--- config.mk ---
export PLATFORM = sky130hd
export DESIGN_NAME = alu_cmd_sequencer
export DESIGN_NICKNAME = d
export VERILOG_FILES = /design/src/rtl/alu_cmd_sequencer.sv
export SDC_FILE = /design/constraint.sdc
export NUM_CORES = 1
export LEC_CHECK = 0
export ABC_AREA = 1
export CAP_MARGIN = 20
export CORE_ASPECT_RATIO = 2
export CORE_MARGIN = 5
export CORE_UTILIZATION = 50
export CTS_BUF_LIST = sky130_fd_sc_hd__clkbuf_8
export CTS_CLUSTER_DIAMETER = 150
export DETAILED_ROUTE_END_ITERATION = 6
export DONT_BUFFER_PORTS = 1
export PLACE_DENSITY = 0.65
export SETUP_SLACK_MARGIN = 0.2
export SYNTH_ARGS = -nofsm -noshare
export SYNTH_HDL_FRONTEND = slang
export SYNTH_SLANG_ARGS = --single-unit
--- constraint.sdc ---
create_clock -name clk -period 2.6 [get_ports clk]
set_clock_uncertainty 0.1 [all_clocks]
set_input_delay 0 -clock clk [delete_from_list [all_inputs] [get_ports clk]]
set_output_delay 0 -clock clk [all_outputs]
set_load 0.02 [all_outputs]
--- src/rtl/alu_cmd_sequencer.sv ---
`timescale 1ns/1ps
`default_nettype none
// ============================================================================
//  Module   : alu_cmd_sequencer
//  Purpose  : Parses 5-byte command frames (HEADER, OP, A, B, CHK) from a
//             UART byte stream, launches one ALU operation per good frame,
//             captures the ALU result and reports framing/timeout errors.
//  Revision : 1.0 - initial release
// ----------------------------------------------------------------------------
//  Ports
//    clk          : system clock, rising edge
//    rst          : asynchronous reset, active low
//    rx_data      : received byte, valid while rx_valid is high
//    rx_valid     : one-cycle byte strobe
//    alu_op/a/b   : registered ALU operation and operands
//    alu_start    : one-cycle ALU launch pulse
//    alu_done     : ALU completion strobe
//    alu_result   : ALU result, valid with alu_done
//    alu_flags    : ALU flags {N,Z,C,V}, valid with alu_done
//    result_out   : last captured ALU result
//    flags_out    : last captured ALU flags
//    result_valid : one-cycle pulse when result_out/flags_out update
//    err          : one-cycle error pulse
//    err_code     : cause of latest err (00 opcode, 01 checksum,
//                   10 byte timeout, 11 ALU timeout), held until next err
//    busy         : high whenever the sequencer is not idle
// ============================================================================
module alu_cmd_sequencer #(
    parameter int         BYTE_TIMEOUT = 520833,
    parameter int         ALU_TIMEOUT  = 16,
    parameter logic [7:0] HEADER       = 8'hA5
) (
    input  logic       clk,
    input  logic       rst,
    input  logic [7:0] rx_data,
    input  logic       rx_valid,
    output logic [3:0] alu_op,
    output logic [7:0] alu_a,
    output logic [7:0] alu_b,
    output logic       alu_start,
    input  logic       alu_done,
    input  logic [7:0] alu_result,
    input  logic [3:0] alu_flags,
    output logic [7:0] result_out,
    output logic [3:0] flags_out,
    output logic       result_valid,
    output logic       err,
    output logic [1:0] err_code,
    output logic       busy
);

    // Timers count 0 .. TIMEOUT-1; expiry is the cycle in which the last
    // permitted count is reached without the awaited event.
    localparam int c_BT_W = (BYTE_TIMEOUT > 1) ? $clog2(BYTE_TIMEOUT) : 1;
    localparam int c_WT_W = (ALU_TIMEOUT > 1) ? $clog2(ALU_TIMEOUT) : 1;

    localparam logic [c_BT_W-1:0] c_BT_LAST = c_BT_W'(BYTE_TIMEOUT - 1);
    localparam logic [c_BT_W-1:0] c_BT_ONE  = c_BT_W'(1);
    localparam logic [c_WT_W-1:0] c_WT_LAST = c_WT_W'(ALU_TIMEOUT - 1);
    localparam logic [c_WT_W-1:0] c_WT_ONE  = c_WT_W'(1);

    localparam logic [2:0] c_IDLE    = 3'd0;
    localparam logic [2:0] c_GET_OP  = 3'd1;
    localparam logic [2:0] c_GET_A   = 3'd2;
    localparam logic [2:0] c_GET_B   = 3'd3;
    localparam logic [2:0] c_GET_CHK = 3'd4;
    localparam logic [2:0] c_EXEC    = 3'd5;
    localparam logic [2:0] c_WAIT    = 3'd6;

    localparam logic [1:0] c_ERR_OPCODE   = 2'b00;
    localparam logic [1:0] c_ERR_CHECKSUM = 2'b01;
    localparam logic [1:0] c_ERR_BYTE_TMO = 2'b10;
    localparam logic [1:0] c_ERR_ALU_TMO  = 2'b11;

    logic [2:0]        r_state;
    logic [c_BT_W-1:0] r_byte_tmr;
    logic [c_WT_W-1:0] r_wait_tmr;

    // Frame fields are staged here so that a bad checksum leaves the
    // ALU-facing operand registers untouched.
    logic [3:0] r_op_buf;
    logic [7:0] r_a_buf;
    logic [7:0] r_b_buf;

    logic [3:0] r_alu_op;
    logic [7:0] r_alu_a;
    logic [7:0] r_alu_b;
    logic       r_alu_start;
    logic [7:0] r_result_out;
    logic [3:0] r_flags_out;
    logic       r_result_valid;
    logic       r_err;
    logic [1:0] r_err_code;
    logic       r_busy;

    logic w_chk_ok;
    logic w_byte_expired;
    logic w_wait_expired;

    assign w_chk_ok       = (rx_data == ({4'h0, r_op_buf} ^ r_a_buf ^ r_b_buf));
    assign w_byte_expired = (r_byte_tmr == c_BT_LAST);
    assign w_wait_expired = (r_wait_tmr == c_WT_LAST);

    always_ff @(posedge clk or negedge rst) begin
        if (!rst) begin
            r_state        <= c_IDLE;
            r_byte_tmr     <= '0;
            r_wait_tmr     <= '0;
            r_op_buf       <= '0;
            r_a_buf        <= '0;
            r_b_buf        <= '0;
            r_alu_op       <= '0;
            r_alu_a        <= '0;
            r_alu_b        <= '0;
            r_alu_start    <= 1'b0;
            r_result_out   <= '0;
            r_flags_out    <= '0;
            r_result_valid <= 1'b0;
            r_err          <= 1'b0;
            r_err_code     <= '0;
            r_busy         <= 1'b0;
        end else begin
            // Pulse outputs default low; each branch raises at most one.
            r_alu_start    <= 1'b0;
            r_result_valid <= 1'b0;
            r_err          <= 1'b0;

            case (r_state)
                c_IDLE: begin
                    r_byte_tmr <= '0;
                    if (rx_valid && (rx_data == HEADER)) begin
                        r_state <= c_GET_OP;
                        r_busy  <= 1'b1;
                    end
                end

                c_GET_OP, c_GET_A, c_GET_B, c_GET_CHK: begin
                    // Expiry is checked first so a byte landing in the
                    // expiry cycle is dropped.
                    if (w_byte_expired) begin
                        r_err      <= 1'b1;
                        r_err_code <= c_ERR_BYTE_TMO;
                        r_state    <= c_IDLE;
                        r_busy     <= 1'b0;
                        r_byte_tmr <= '0;
                    end else if (rx_valid) begin
                        r_byte_tmr <= '0;
                        case (r_state)
                            c_GET_OP: begin
                                if (rx_data[7:4] != 4'h0) begin
                                    r_err      <= 1'b1;
                                    r_err_code <= c_ERR_OPCODE;
                                    r_state    <= c_IDLE;
                                    r_busy     <= 1'b0;
                                end else begin
                                    r_op_buf <= rx_data[3:0];
                                    r_state  <= c_GET_A;
                                end
                            end
                            c_GET_A: begin
                                r_a_buf <= rx_data;
                                r_state <= c_GET_B;
                            end
                            c_GET_B: begin
                                r_b_buf <= rx_data;
                                r_state <= c_GET_CHK;
                            end
                            c_GET_CHK: begin
                                if (w_chk_ok) begin
                                    r_alu_op    <= r_op_buf;
                                    r_alu_a     <= r_a_buf;
                                    r_alu_b     <= r_b_buf;
                                    r_alu_start <= 1'b1;
                                    r_state     <= c_EXEC;
                                end else begin
                                    r_err      <= 1'b1;
                                    r_err_code <= c_ERR_CHECKSUM;
                                    r_state    <= c_IDLE;
                                    r_busy     <= 1'b0;
                                end
                            end
                            default: begin
                                r_state <= c_IDLE;
                                r_busy  <= 1'b0;
                            end
                        endcase
                    end else begin
                        r_byte_tmr <= r_byte_tmr + c_BT_ONE;
                    end
                end

                // alu_start is high during this cycle; alu_done is not
                // looked at until WAIT.
                c_EXEC: begin
                    r_wait_tmr <= '0;
                    r_state    <= c_WAIT;
                end

                c_WAIT: begin
                    if (alu_done) begin
                        r_result_out   <= alu_result;
                        r_flags_out    <= alu_flags;
                        r_result_valid <= 1'b1;
                        r_state        <= c_IDLE;
                        r_busy         <= 1'b0;
                    end else if (w_wait_expired) begin
                        r_err      <= 1'b1;
                        r_err_code <= c_ERR_ALU_TMO;
                        r_state    <= c_IDLE;
                        r_busy     <= 1'b0;
                    end else begin
                        r_wait_tmr <= r_wait_tmr + c_WT_ONE;
                    end
                end

                default: begin
                    r_state <= c_IDLE;
                    r_busy  <= 1'b0;
                end
            endcase
        end
    end

    assign alu_op       = r_alu_op;
    assign alu_a        = r_alu_a;
    assign alu_b        = r_alu_b;
    assign alu_start    = r_alu_start;
    assign result_out   = r_result_out;
    assign flags_out    = r_flags_out;
    assign result_valid = r_result_valid;
    assign err          = r_err;
    assign err_code     = r_err_code;
    assign busy         = r_busy;

endmodule
`default_nettype wire

==> results of run 1 <==
-- kinds of logic (layout without fill, tap and decap cells) --
kind of cell / after synthesis / after routing / share of synthesized area (%)
buffers and inverters: 80 / 122 / 7.80
AOI/OAI and AO/OA: 75 / 75 / 10.0
xor gates and xnor gates: 7 / 7 / 1.46
and+or+nand+nor: 284 / 284 / 29.8
adders and majority gates: 3 / 3 / 0.893
DFF: 84 / 84 / 50.0
-- worst paths after layout --
kind / slack, ps / to / cells after the start
worst max-delay path: 450 / result_out[3]$_DFFE_PN0P_ / 7
min in group asynchronous: 140 / r_byte_tmr[5]$_DFFE_PN0P_ / 2
worst min register to register: 410 / r_wait_tmr[0]$_DFFE_PN0P_ / 1
worst max register to register: 450 / result_out[3]$_DFFE_PN0P_ / 7
max in group asynchronous: 1920 / r_byte_tmr[0]$_DFFE_PN0P_ / 2
worst min-delay path: -10 / result_valid$_DFF_PN0_ / 2
-- power breakdown --
group	switching, uW	leakage [uW]	internal, uW
registers	357	0.00114	1590
clock network	459	0.0000986	421
logic	911	0.00120	579
-- worst max-delay path: stages, from the launching register on --
cell and delay (ps):
sky130_fd_sc_hd__dfrtp_1 510, sky130_fd_sc_hd__nand3_1 250, sky130_fd_sc_hd__inv_2 130, sky130_fd_sc_hd__nand2_2 200, sky130_fd_sc_hd__inv_4 210, sky130_fd_sc_hd__nand2_1 80
sky130_fd_sc_hd__nand2_1 60, sky130_fd_sc_hd__dlygate4sd3_1 550
-- metal layers --
metal | up-vias | wire, um | GRT usage (%) | share of wire, %
li1 | 1764 | - | - | -
met1 | 1687 | 3540 | 21.5 | 35
met2 | 104 | 5790 | 37.7 | 57
met3 | 33 | 385 | 3.47 | 3.8
met4 | 0 | 392 | 10.7 | 3.9
met5 | - | 0 | 0 | 0
-- layout by cell type (no fill, tap or decap), drive strengths merged, types with 5 or more instances in the layout --
| cell type | synthesis | final |
|---|---|---|
| nand2 | 196 | 196 |
| dfrtp | 84 | 84 |
| inv | 69 | 70 |
| o21ai | 53 | 53 |
| dlygate4sd3 | 0 | 35 |
| nor2 | 35 | 35 |
| nand3 | 31 | 31 |
| clkbuf | 1 | 12 |
| nor3 | 9 | 9 |
| a21oi | 9 | 9 |
| nand4 | 9 | 9 |
| xor2 | 5 | 5 |
-- cell type report --
type	instances	area, sq um	area share [%]
flip-flops and latches	84	2100	43.4
multi-input cells	369	1770	36.6
repair buffers	38	405	8.36
inverters	69	262	5.39
clock buffers	12	165	3.41
well taps	98	123	2.53
clock inverters	3	18.8	0.387
-- repair_timing --
action	4_1_cts	5_1_grt
gates resized for setup	0	2
endpoints found under the hold margin	123	0
hold buffers	36	0
endpoints found under the setup margin	0	1
-- metrics by stage --
step | std cells | setup WS [ps] | cell area (sq um) | hold WS (ps)
6_report | 673 | 454 | 4850 | -10.0
5_1_grt | 673 | 281 | 4850 | 30.9
4_1_cts | 673 | 409 | 4840 | 15.2
3_5_place_dp | 622 | 498 | 4280 | -393
3_3_place_gp | 622 | 535 | 4280 | -394
2_1_floorplan | 533 | 868 | 4200 | -396
-- sequential cells by signal, indices dropped and copies added, names as in the netlist --
register and flops:
alu_a 8, alu_b 8, alu_op 4, alu_start 1
busy 1, err 1, err_code 2, flags_out 4
r_a_buf 8, r_b_buf 8, r_byte_tmr 19, r_op_buf 4
r_state 3, r_wait_tmr 4, result_out 8, result_valid 1
==> insert_results.sql, run 1 <==
INSERT INTO impl_metrics (metric_group, metric, value, unit) VALUES
('run_status', 'violated_checks', 'hold timing', ''),
('global_routing', 'grt_use_total', '20.7', '%'),
('cells_and_area', 'final_net_count', '598', ''),
('cells_and_area', 'layout.core_utilization', '58.9', '%'),
('timing', 'fin_worst_hold_slack', '-10.0', 'ps'),
('route', 'route.detailed.vias_per_inst', '5.33', ''),
('synth', 'syn_avg_cell_area', '7.88', 'sq um'),
('route', 'detailedRoute.firstIterationViolations', '179', ''),
('synth', 'synthFlopType', 'sky130_fd_sc_hd__dfrtp_1', ''),
('cts', 'cts_buffers', '9', ''),
('timing', 'rsz0062_at_grt', 'false', ''),
('timing', 'final_max_slew_viol_count', '0', ''),
('cts', 'clock_tree_buffer_depth', '2', ''),
('placed_design', 'place_congestion', '0.908', ''),
('hold_path', 'hold_startpoint', 'alu_done', ''),
('synth', 'netlist-cell-type-count', '38', ''),
('floorplanning', 'start_util', '51.0', '%'),
('floorplanning', 'io_pins', '62', ''),
('run_status', 'outcome', 'complete, but fails checks', ''),
('floorplanning', 'num_rows', '47', ''),
('route', 'totalWireLength', '10100', 'um'),
('cts', 'post_cts_buffers', '0', ''),
('cts', 'worst_skew_late_latency', '360', 'ps'),
('power', 'ir_worst_vdd', '0.487', 'mV'),
('synth', 'synth_enable_flop_cells', '0', ''),
('synth', 'synthTopCellsByCount', '188 x sky130_fd_sc_hd__nand2_1, 84 x sky130_fd_sc_hd__dfrtp_1, 52 x sky130_fd_sc_hd__inv_1, 39 x sky130_fd_sc_hd__o21ai_1, 29 x sky130_fd_sc_hd__nor2_1', ''),
('global_routing', 'overflow', '0', ''),
('flow_run', 'max_cap_viol_count', '0', ''),
('timing', 'period_share', '82.5', '%'),
('timing', 'setup_viol_count_final', '0', ''),
('cts', 'cts.sinks', '84', ''),
('synth', 'mappedNetlistArea', '4200', 'sq um'),
('cells_and_area', 'syn_to_final_growth', '15.4', '%'),
('synth', 'synth.ff_latch_count', '84', ''),
('cts', 'tritoncts_clock_tree', 'done', ''),
('global_routing', 'grt_pass1_vias', '3569', ''),
('synth', 'synth_top_area_cell', 'sky130_fd_sc_hd__dfrtp_1', ''),
('timing', 'relSlewSlack', '72.4', '%'),
('worst_setup_path', 'cp-startpoint', 'r_state[2]$_DFFE_PN0P_', ''),
('cells_and_area', 'diodes', '0', ''),
('timing', 'worst_pin_slew', '413', 'ps'),
('floorplanning', 'floorplan.die.height', '140', 'um'),
('worst_setup_path', 'setup.worst_path.class', 'reg2reg', ''),
('placed_design', 'hpwl', '7170', 'um'),
('synth', 'syn_nets', '560', ''),
('worst_setup_path', 'worst_ep_arrival_time', '2350', 'ps'),
('synth', 'synth.yosys.seq_area_share', '50.0', '%'),
('cts', 'clockRootBuffer', 'sky130_fd_sc_hd__clkbuf_8', ''),
('route', 'detailroute.via_count', '3588', ''),
('cts', 'ctsHtreeMaxLevel', '3', ''),
('worst_setup_path', 'worst-endpoint-required', '2800', 'ps'),
('worst_setup_path', 'worst_setup_path_start_kind', 'flip-flop', ''),
('cells_and_area', 'layout-drive-gt1-share', '9.57', '%'),
('synth', 'async_flop_share', '100', '%'),
('route', 'drtPass1Iterations', '4', ''),
('worst_setup_path', 'r2r_start', 'r_state[2]$_DFFE_PN0P_', ''),
('timing', 'setup_total_negative_slack', '0', 'ps'),
('power', 'leakagePower', '0.00244', 'uW'),
('global_routing', 'grt_first_pass_wirelength', '16800', 'um'),
('worst_setup_path', 'critical_path.endpoint_type', 'flip-flop', ''),
('power', 'total_power', '4320', 'uW'),
('placed_design', 'place.port_buffers', '0', ''),
('floorplanning', 'dieArea', '10400', 'sq um'),
('timing', 'timing_hold_violations_final', '1', ''),
('route', 'route.detailed.wl_per_inst', '15.0', 'um'),
('power', 'power-per-cell-area', '891', 'nW/um^2'),
('global_routing', 'grt_max_degree', '85', ''),
('floorplanning', 'core-area', '8230', 'sq um'),
('worst_setup_path', 'cp_max_fo', '14', ''),
('timing', 'final_period_minus_worst_setup_slack', '2150', 'ps'),
('route', 'post-route-drc-count', '0', '');
(Power assumes the default switching activity.)
==> inputs of run 2 (changes only) <==
Clock period 2.6 ns to 2.1 ns, I/O delays scaled along.
==> run 2 against run 1 <==
The flow still finishes with violations (hold timing); non-clock buffer count decreased by 5; routed wire length unchanged; register-to-register slack got worse by 170 ps; critical endpoint is now r_byte_tmr[17]$_DFFE_PN0P_.
==> insert_results.sql, run 2 (synthesized netlist as in run 1, its figures left out) <==
INSERT INTO impl_metrics (metric_group, metric, value, unit) VALUES
('route', 'detailedRoute.firstIterationViolations', '129', ''),
('route', 'met3RoutedLength', '417', 'um'),
('cells_and_area', 'top_register', 'r_byte_tmr', ''),
('cells_and_area', 'layout-drive-gt1-share', '13.8', '%'),
('route', 'drtPass1Iterations', '4', ''),
('global_routing', 'overflow', '0', ''),
('cells_and_area', 'final_common_cell', 'sky130_fd_sc_hd__nand2_1', ''),
('cts', 'worst_skew_late_latency', '350', 'ps'),
('global_routing', 'grt_antenna_before_repair', '0', ''),
('placed_design', 'placed_cell_area', '4310', 'sq um'),
('global_routing', 'grt_use_total', '20.5', '%'),
('power', 'power-per-cell-area', '1080', 'nW/um^2'),
('route', 'detailroute.via_count', '3555', ''),
('route', 'post-route-drc-count', '0', ''),
('floorplanning', 'io_pins', '62', ''),
('floorplanning', 'start_util', '51.0', '%'),
('cells_and_area', 'final_net_count', '593', ''),
('timing', 'final_period_minus_worst_setup_slack', '1820', 'ps'),
('cts', 'cts_buffers', '9', ''),
('timing', 'timing_hold_violations_final', '84', ''),
('cts', 'cts_hold_repair.buffers', '22', ''),
('timing', 'final_max_slew_viol_count', '0', ''),
('global_routing', 'grt_first_pass_wirelength', '16500', 'um'),
('worst_setup_path', 'critPathMaxStageDelay', '440', 'ps'),
('global_routing', 'grt_pass1_vias', '3548', ''),
('timing', 'relSlewSlack', '77.3', '%'),
('worst_setup_path', 'worst_setup_path_start_kind', 'flip-flop', ''),
('timing', 'period_share', '86.5', '%'),
('worst_setup_path', 'reg2regPathDepth', '9', ''),
('placed_design', 'place.port_buffers', '0', ''),
('floorplanning', 'core-area', '8230', 'sq um'),
('timing', 'worst_pin_slew', '339', 'ps'),
('floorplanning', 'die_width', '74.8', 'um'),
('floorplanning', 'dieArea', '10400', 'sq um'),
('cts', 'cts.clk_slew.worst_paths', '90', 'ps'),
('cts', 'ctsHtreeMaxLevel', '3', ''),
('cts', 'clock_tree_buffer_depth', '2', ''),
('flow_run', 'max_cap_viol_count', '0', ''),
('route', 'antenna_violating_nets_post_route', '0', ''),
('worst_setup_path', 'crit_slowest_cell', 'sky130_fd_sc_hd__dfrtp_1', ''),
('global_routing', 'grt_max_degree', '85', ''),
('power', 'total_power', '5200', 'uW'),
('cells_and_area', 'post-route-cell-area', '4810', 'sq um'),
('floorplanning', 'num_rows', '47', ''),
('worst_setup_path', 'setup.worst_path.class', 'reg2reg', ''),
('worst_setup_path', 'critical_path.cell_chain', 'nand3_1 > nor2_2 > nand2_1 > nor2_2 > nand3_1 > nor3_1 > nand2_1 > o21ai_0 > o21ai_1', ''),
('worst_setup_path', 'cp_max_fo', '4', ''),
('power', 'leakagePower', '0.00240', 'uW'),
('route', 'route.detailed.vias_per_inst', '5.31', ''),
('cts', 'clockRootBuffer', 'sky130_fd_sc_hd__clkbuf_8', ''),
('timing', 'setup_slack', '284', 'ps'),
('cells_and_area', 'diodes', '0', ''),
('timing', 'setup_viol_count_final', '0', ''),
('route', 'totalWireLength', '10100', 'um'),
('cells_and_area', 'layout.core_utilization', '58.4', '%'),
('power', 'ir_worst_vdd', '0.633', 'mV'),
('worst_setup_path', 'worst-endpoint-required', '2230', 'ps'),
('cells_and_area', 'syn_to_final_growth', '14.4', '%'),
('cts', 'cts.sinks', '84', ''),
('cells_and_area', 'largest_register_ffs', '19', ''),
('timing', 'rsz0062_at_grt', 'true', ''),
('cells_and_area', 'most-common-layout-cells', '185 x sky130_fd_sc_hd__nand2_1, 83 x sky130_fd_sc_hd__dfrtp_1, 53 x sky130_fd_sc_hd__inv_1, 40 x sky130_fd_sc_hd__o21ai_1, 25 x sky130_fd_sc_hd__nor2_1', ''),
('worst_setup_path', 'path_delay_family', 'simple AND/OR/NAND/NOR gates', ''),
('placed_design', 'hpwl', '7450', 'um'),
('run_status', 'violated_checks', 'hold timing', ''),
('route', 'route.layer.met1.wl', '3500', 'um'),
('hold_path', 'min_path_type', 'in2async', ''),
('placed_design', 'preCtsSetupSlack', '154', 'ps'),
('placed_design', 'place_congestion', '0.928', ''),
('worst_setup_path', 'critical_path.endpoint_type', 'flip-flop', ''),
('run_status', 'outcome', 'complete, but fails checks', ''),
('worst_setup_path', 'crit_buf_inv', '0', ''),
('worst_setup_path', 'cp-startpoint', 'r_byte_tmr[0]$_DFFE_PN0P_', ''),
('cts', 'tritoncts_clock_tree', 'done', ''),
('route', 'wl_met2', '5740', 'um'),
('worst_setup_path', 'timing.critical_path.depth', '9', ''),
('route', 'top_signal_layer_used', 'met4', ''),
('worst_setup_path', 'worst_ep_arrival_time', '1950', 'ps'),
('route', 'route.detailed.wl_per_inst', '15.1', 'um'),
('worst_setup_path', 'r2r_start', 'r_byte_tmr[0]$_DFFE_PN0P_', ''),
('timing', 'setup_total_negative_slack', '0', 'ps'),
('timing', 'fin_worst_hold_slack', '-768', 'ps'),
('floorplanning', 'floorplan.die.height', '140', 'um'),
('timing', 'timing.fmax', '551', 'MHz');
[run 2: cell types whose count changed in the layout (fill, tap and decap cells not counted), sizes merged]
| cell | previous run | this run |
|---|---|---|
| clkinv | 2 | 3 |
| inv | 70 | 73 |
| buf | 3 | 11 |
| clkbuf | 12 | 9 |
| dlygate4sd3 | 35 | 22 |
[run 2: layer usage]
| metal | track usage, % | vias up |
|---|---|---|
| met1 | 20.4 | 1668 |
| met4 | 11.8 | 0 |
| li1 | - | 1766 |
| met5 | 0 | - |
| met2 | 37.1 | 90 |
| met3 | 4.04 | 31 |
[run 2: final timing paths]
kind | endpoint | slack (ps)
setup / recovery | r_byte_tmr[17]$_DFFE_PN0P_ | 280
hold / removal | r_byte_tmr[6]$_DFFE_PN0P_ | -770
setup reg to reg | r_byte_tmr[17]$_DFFE_PN0P_ | 280
hold reg to reg | r_a_buf[6]$_DFFE_PN0P_ | 420
max in group asynchronous | result_out[1]$_DFFE_PN0P_ | 2560
min in group clk | r_state[0]$_DFFE_PN0P_ | 50
[run 2: layout make-up]
type                            instances  area (sq um)
Fill cell                             760          3430
Sequential cell                        84          2100
Multi-Input combinational cell        369          1840
Timing Repair Buffer                   33           315
Inverter                               69           262
Clock buffer                            9           124
Tap cell                               98           123
Clock inverter                          7          35.0
[run 2: worst register-to-register path, stage by stage, from the launching register on]
cell                      delay, ps
sky130_fd_sc_hd__dfrtp_1        440
sky130_fd_sc_hd__nand3_1        190
sky130_fd_sc_hd__nor2_2         150
sky130_fd_sc_hd__nand2_1        110
sky130_fd_sc_hd__nor2_2         190
sky130_fd_sc_hd__nand3_1        150
sky130_fd_sc_hd__nor3_1         160
sky130_fd_sc_hd__nand2_1         60
sky130_fd_sc_hd__o21ai_0         80
sky130_fd_sc_hd__o21ai_1         70
[run 2: timing repair]
| item | CTS | global route |
|---|---|---|
| endpoints found under the setup margin | 2 | 19 |
| gates resized for setup | 1 | 22 |
| pin swaps | 0 | 6 |
| setup buffers | 0 | 6 |
| endpoints found under the hold margin | 121 | 84 |
[run 2: through the flow]
| stage | hold slack (ps) | cells |
|---|---|---|
| after global placement | -394 | 625 |
| after CTS | -787 | 663 |
| after global routing | -789 | 669 |
| after floorplan | -396 | 533 |
| final | -768 | 669 |
| after detailed placement | -393 | 625 |
[run 2: report_power, final]
group	internal, uW	leakage (uW)	switching (uW)
clock	416	0.0000970	576
sequential	1980	0.00113	446
combinational	689	0.00117	1100
==> inputs of run 3 (changes only) <==
Settings changed: GPL_TIMING_DRIVEN from default to 0, RECOVER_POWER from default to 100.
==> run 3 against run 2 <==
Largest power group unchanged; sequential power barely moved; the run still ends with hold timing left; fmax fell by 4.1%; die area unchanged.
==> insert_results.sql, run 3 (synthesized netlist as in run 1, its figures left out) <==
INSERT INTO impl_metrics (metric_group, metric, value, unit) VALUES
('run_status', 'outcome', 'complete, but fails checks', ''),
('run_status', 'violated_checks', 'hold timing', ''),
('placed_design', 'place_congestion', '0.860', ''),
('timing', 'setup_total_negative_slack', '0', 'ps'),
('flow_run', 'max_cap_viol_count', '0', ''),
('global_routing', 'grt_max_degree', '85', ''),
('route', 'detailroute.via_count', '3572', ''),
('cells_and_area', 'syn_to_final_growth', '17.3', '%'),
('cells_and_area', 'top_register', 'r_byte_tmr', ''),
('cts', 'cts_hold_repair.buffers', '25', ''),
('global_routing', 'grt_pass1_vias', '3564', ''),
('cells_and_area', 'multiInputGateArea', '1810', 'sq um'),
('floorplanning', 'start_util', '51.0', '%'),
('global_routing', 'grt_first_pass_wirelength', '16500', 'um'),
('route', 'post-route-drc-count', '0', ''),
('cells_and_area', 'layout-drive-gt1-share', '12.9', '%'),
('timing', 'period_share', '90.2', '%'),
('worst_setup_path', 'cp_max_fo', '10', ''),
('cells_and_area', 'fill_cell_instance_count_of_the_final_layout', '740', ''),
('worst_setup_path', 'critical_path.endpoint_type', 'flip-flop', ''),
('floorplanning', 'num_rows', '47', ''),
('hold_path', 'min_path_type', 'in2async', ''),
('timing', 'setup_viol_count_final', '0', ''),
('timing', 'fin_worst_hold_slack', '-783', 'ps'),
('cells_and_area', 'most-common-layout-cells', '187 x sky130_fd_sc_hd__nand2_1, 83 x sky130_fd_sc_hd__dfrtp_1, 53 x sky130_fd_sc_hd__inv_1, 40 x sky130_fd_sc_hd__o21ai_1, 28 x sky130_fd_sc_hd__nor2_1', ''),
('cells_and_area', 'final_common_cell', 'sky130_fd_sc_hd__nand2_1', ''),
('timing', 'final_period_minus_worst_setup_slack', '1890', 'ps'),
('worst_setup_path', 'worst_setup_path_start_kind', 'flip-flop', ''),
('cells_and_area', 'diodes', '0', ''),
('power', 'ir_worst_vdd', '0.603', 'mV'),
('floorplanning', 'floorplan.die.height', '140', 'um'),
('cts', 'cts_buffers', '9', ''),
('worst_setup_path', 'cp-startpoint', 'r_byte_tmr[1]$_DFFE_PN0P_', ''),
('worst_setup_path', 'worst_ep_arrival_time', '2050', 'ps'),
('route', 'detailedRoute.firstIterationViolations', '198', ''),
('timing', 'timing.fmax', '528', 'MHz'),
('cts', 'clockRootBuffer', 'sky130_fd_sc_hd__clkbuf_8', ''),
('global_routing', 'grt_use_total', '20.7', '%'),
('placed_design', 'hpwl', '7250', 'um'),
('route', 'totalWireLength', '10100', 'um'),
('power', 'power-per-cell-area', '1110', 'nW/um^2'),
('cts', 'ctsHtreeMaxLevel', '3', ''),
('cts', 'clock_tree_buffer_depth', '2', ''),
('global_routing', 'grt_antenna_before_repair', '0', ''),
('worst_setup_path', 'r2r_start', 'r_byte_tmr[1]$_DFFE_PN0P_', ''),
('cts', 'cts.clk_slew.worst_paths', '80', 'ps'),
('cells_and_area', 'largest_register_ffs', '19', ''),
('cts', 'cts.sinks', '84', ''),
('power', 'leakagePower', '0.00245', 'uW'),
('floorplanning', 'io_pins', '62', ''),
('timing', 'worst_pin_slew', '415', 'ps'),
('timing', 'relSlewSlack', '72.3', '%'),
('worst_setup_path', 'worst-endpoint-required', '2260', 'ps'),
('timing', 'final_max_slew_viol_count', '0', ''),
('timing', 'timing_hold_violations_final', '84', ''),
('placed_design', 'place.port_buffers', '0', ''),
('cells_and_area', 'final_net_count', '604', ''),
('cts', 'tritoncts_clock_tree', 'done', ''),
('placed_design', 'placed_cell_area', '4320', 'sq um'),
('floorplanning', 'core-area', '8230', 'sq um'),
('cells_and_area', 'seq_area', '2100', 'sq um'),
('route', 'antenna_violating_nets_post_route', '0', ''),
('cts', 'worst_skew_late_latency', '370', 'ps'),
('global_routing', 'overflow', '0', ''),
('cells_and_area', 'post-route-cell-area', '4930', 'sq um'),
('worst_setup_path', 'setup.worst_path.class', 'reg2reg', ''),
('route', 'route.detailed.wl_per_inst', '14.9', 'um'),
('route', 'route.detailed.vias_per_inst', '5.25', ''),
('route', 'drtPass1Iterations', '4', ''),
('floorplanning', 'dieArea', '10400', 'sq um'),
('floorplanning', 'die_width', '74.8', 'um'),
('timing', 'rsz0062_at_grt', 'true', '');
==> run 3: metrics by stage <==
stage	setup slack (ps)	hold slack (ps)	util, %	instances	total power (uW)
2_1_floorplan	368	-396	-	533	3780
3_3_place_gp	159	-394	52.5	631	4100
3_5_place_dp	119	-393	52.5	631	4160
4_1_cts	201	-789	58.4	673	5410
5_1_grt	79.0	-800	59.9	680	5870
6_report	207	-783	59.9	680	5450
==> run 3: path summary, 6_finish.rpt <==
kind                       cells after the start                         to  slack [ps]
setup / recovery                               9     r_b_buf[7]$_DFFE_PN0P_         210
setup reg to reg                               9     r_b_buf[7]$_DFFE_PN0P_         210
min in group clk                               6     r_state[0]$_DFFE_PN0P_          10
hold reg to reg                                1  r_wait_tmr[3]$_DFFE_PN0P_         420
max in group asynchronous                      0   flags_out[2]$_DFFE_PN0P_        2570
hold / removal                                 0       alu_a[7]$_DFFE_PN0P_        -780
==> run 3: area by class of cell <==
cell class                 instances  share of cell area (%)
clock inverter                     4                   0.964
multi-input combinational        369                    36.8
sequential                        84                    42.7
inverter                          69                    5.25
tap                               98                    2.49
buffer                            11                    2.11
clock buffer                      12                    3.35
timing repair buffer              33                    6.37
==> run 3: where the power goes <==
group | internal [uW] | switching, uW
combinational | 713 | 1110
sequential | 1980 | 421
clock | 643 | 581
total | 3330 | 2120
==> run 3: metal layers <==
layer  global-route usage [%]  up-vias  wire length, um
li1                         -     1783                -
met1                     20.9     1669             3520
met2                     37.2       89             5710
met3                     4.40       31              410
met4                     11.4        0              454
met5                        0        -                0
==> run 3: what timing repair did <==
item,in CTS,in global routing
gates resized for setup,2,36
gates cloned,0,1
endpoints found under the hold margin,127,84
buffers inserted,1,6
pin swaps,2,6
setup endpoints to repair,6,54
==> run 3: worst max-delay path, stage by stage, from the launching register on <==
cell	delay, ps
sky130_fd_sc_hd__dfrtp_1	420
sky130_fd_sc_hd__inv_1	80
sky130_fd_sc_hd__ha_1	210
sky130_fd_sc_hd__nand3_1	140
sky130_fd_sc_hd__nor2_4	80
sky130_fd_sc_hd__a31oi_4	220
sky130_fd_sc_hd__nand2_2	180
sky130_fd_sc_hd__buf_4	230
sky130_fd_sc_hd__nand2_1	70
sky130_fd_sc_hd__o21ai_1	60
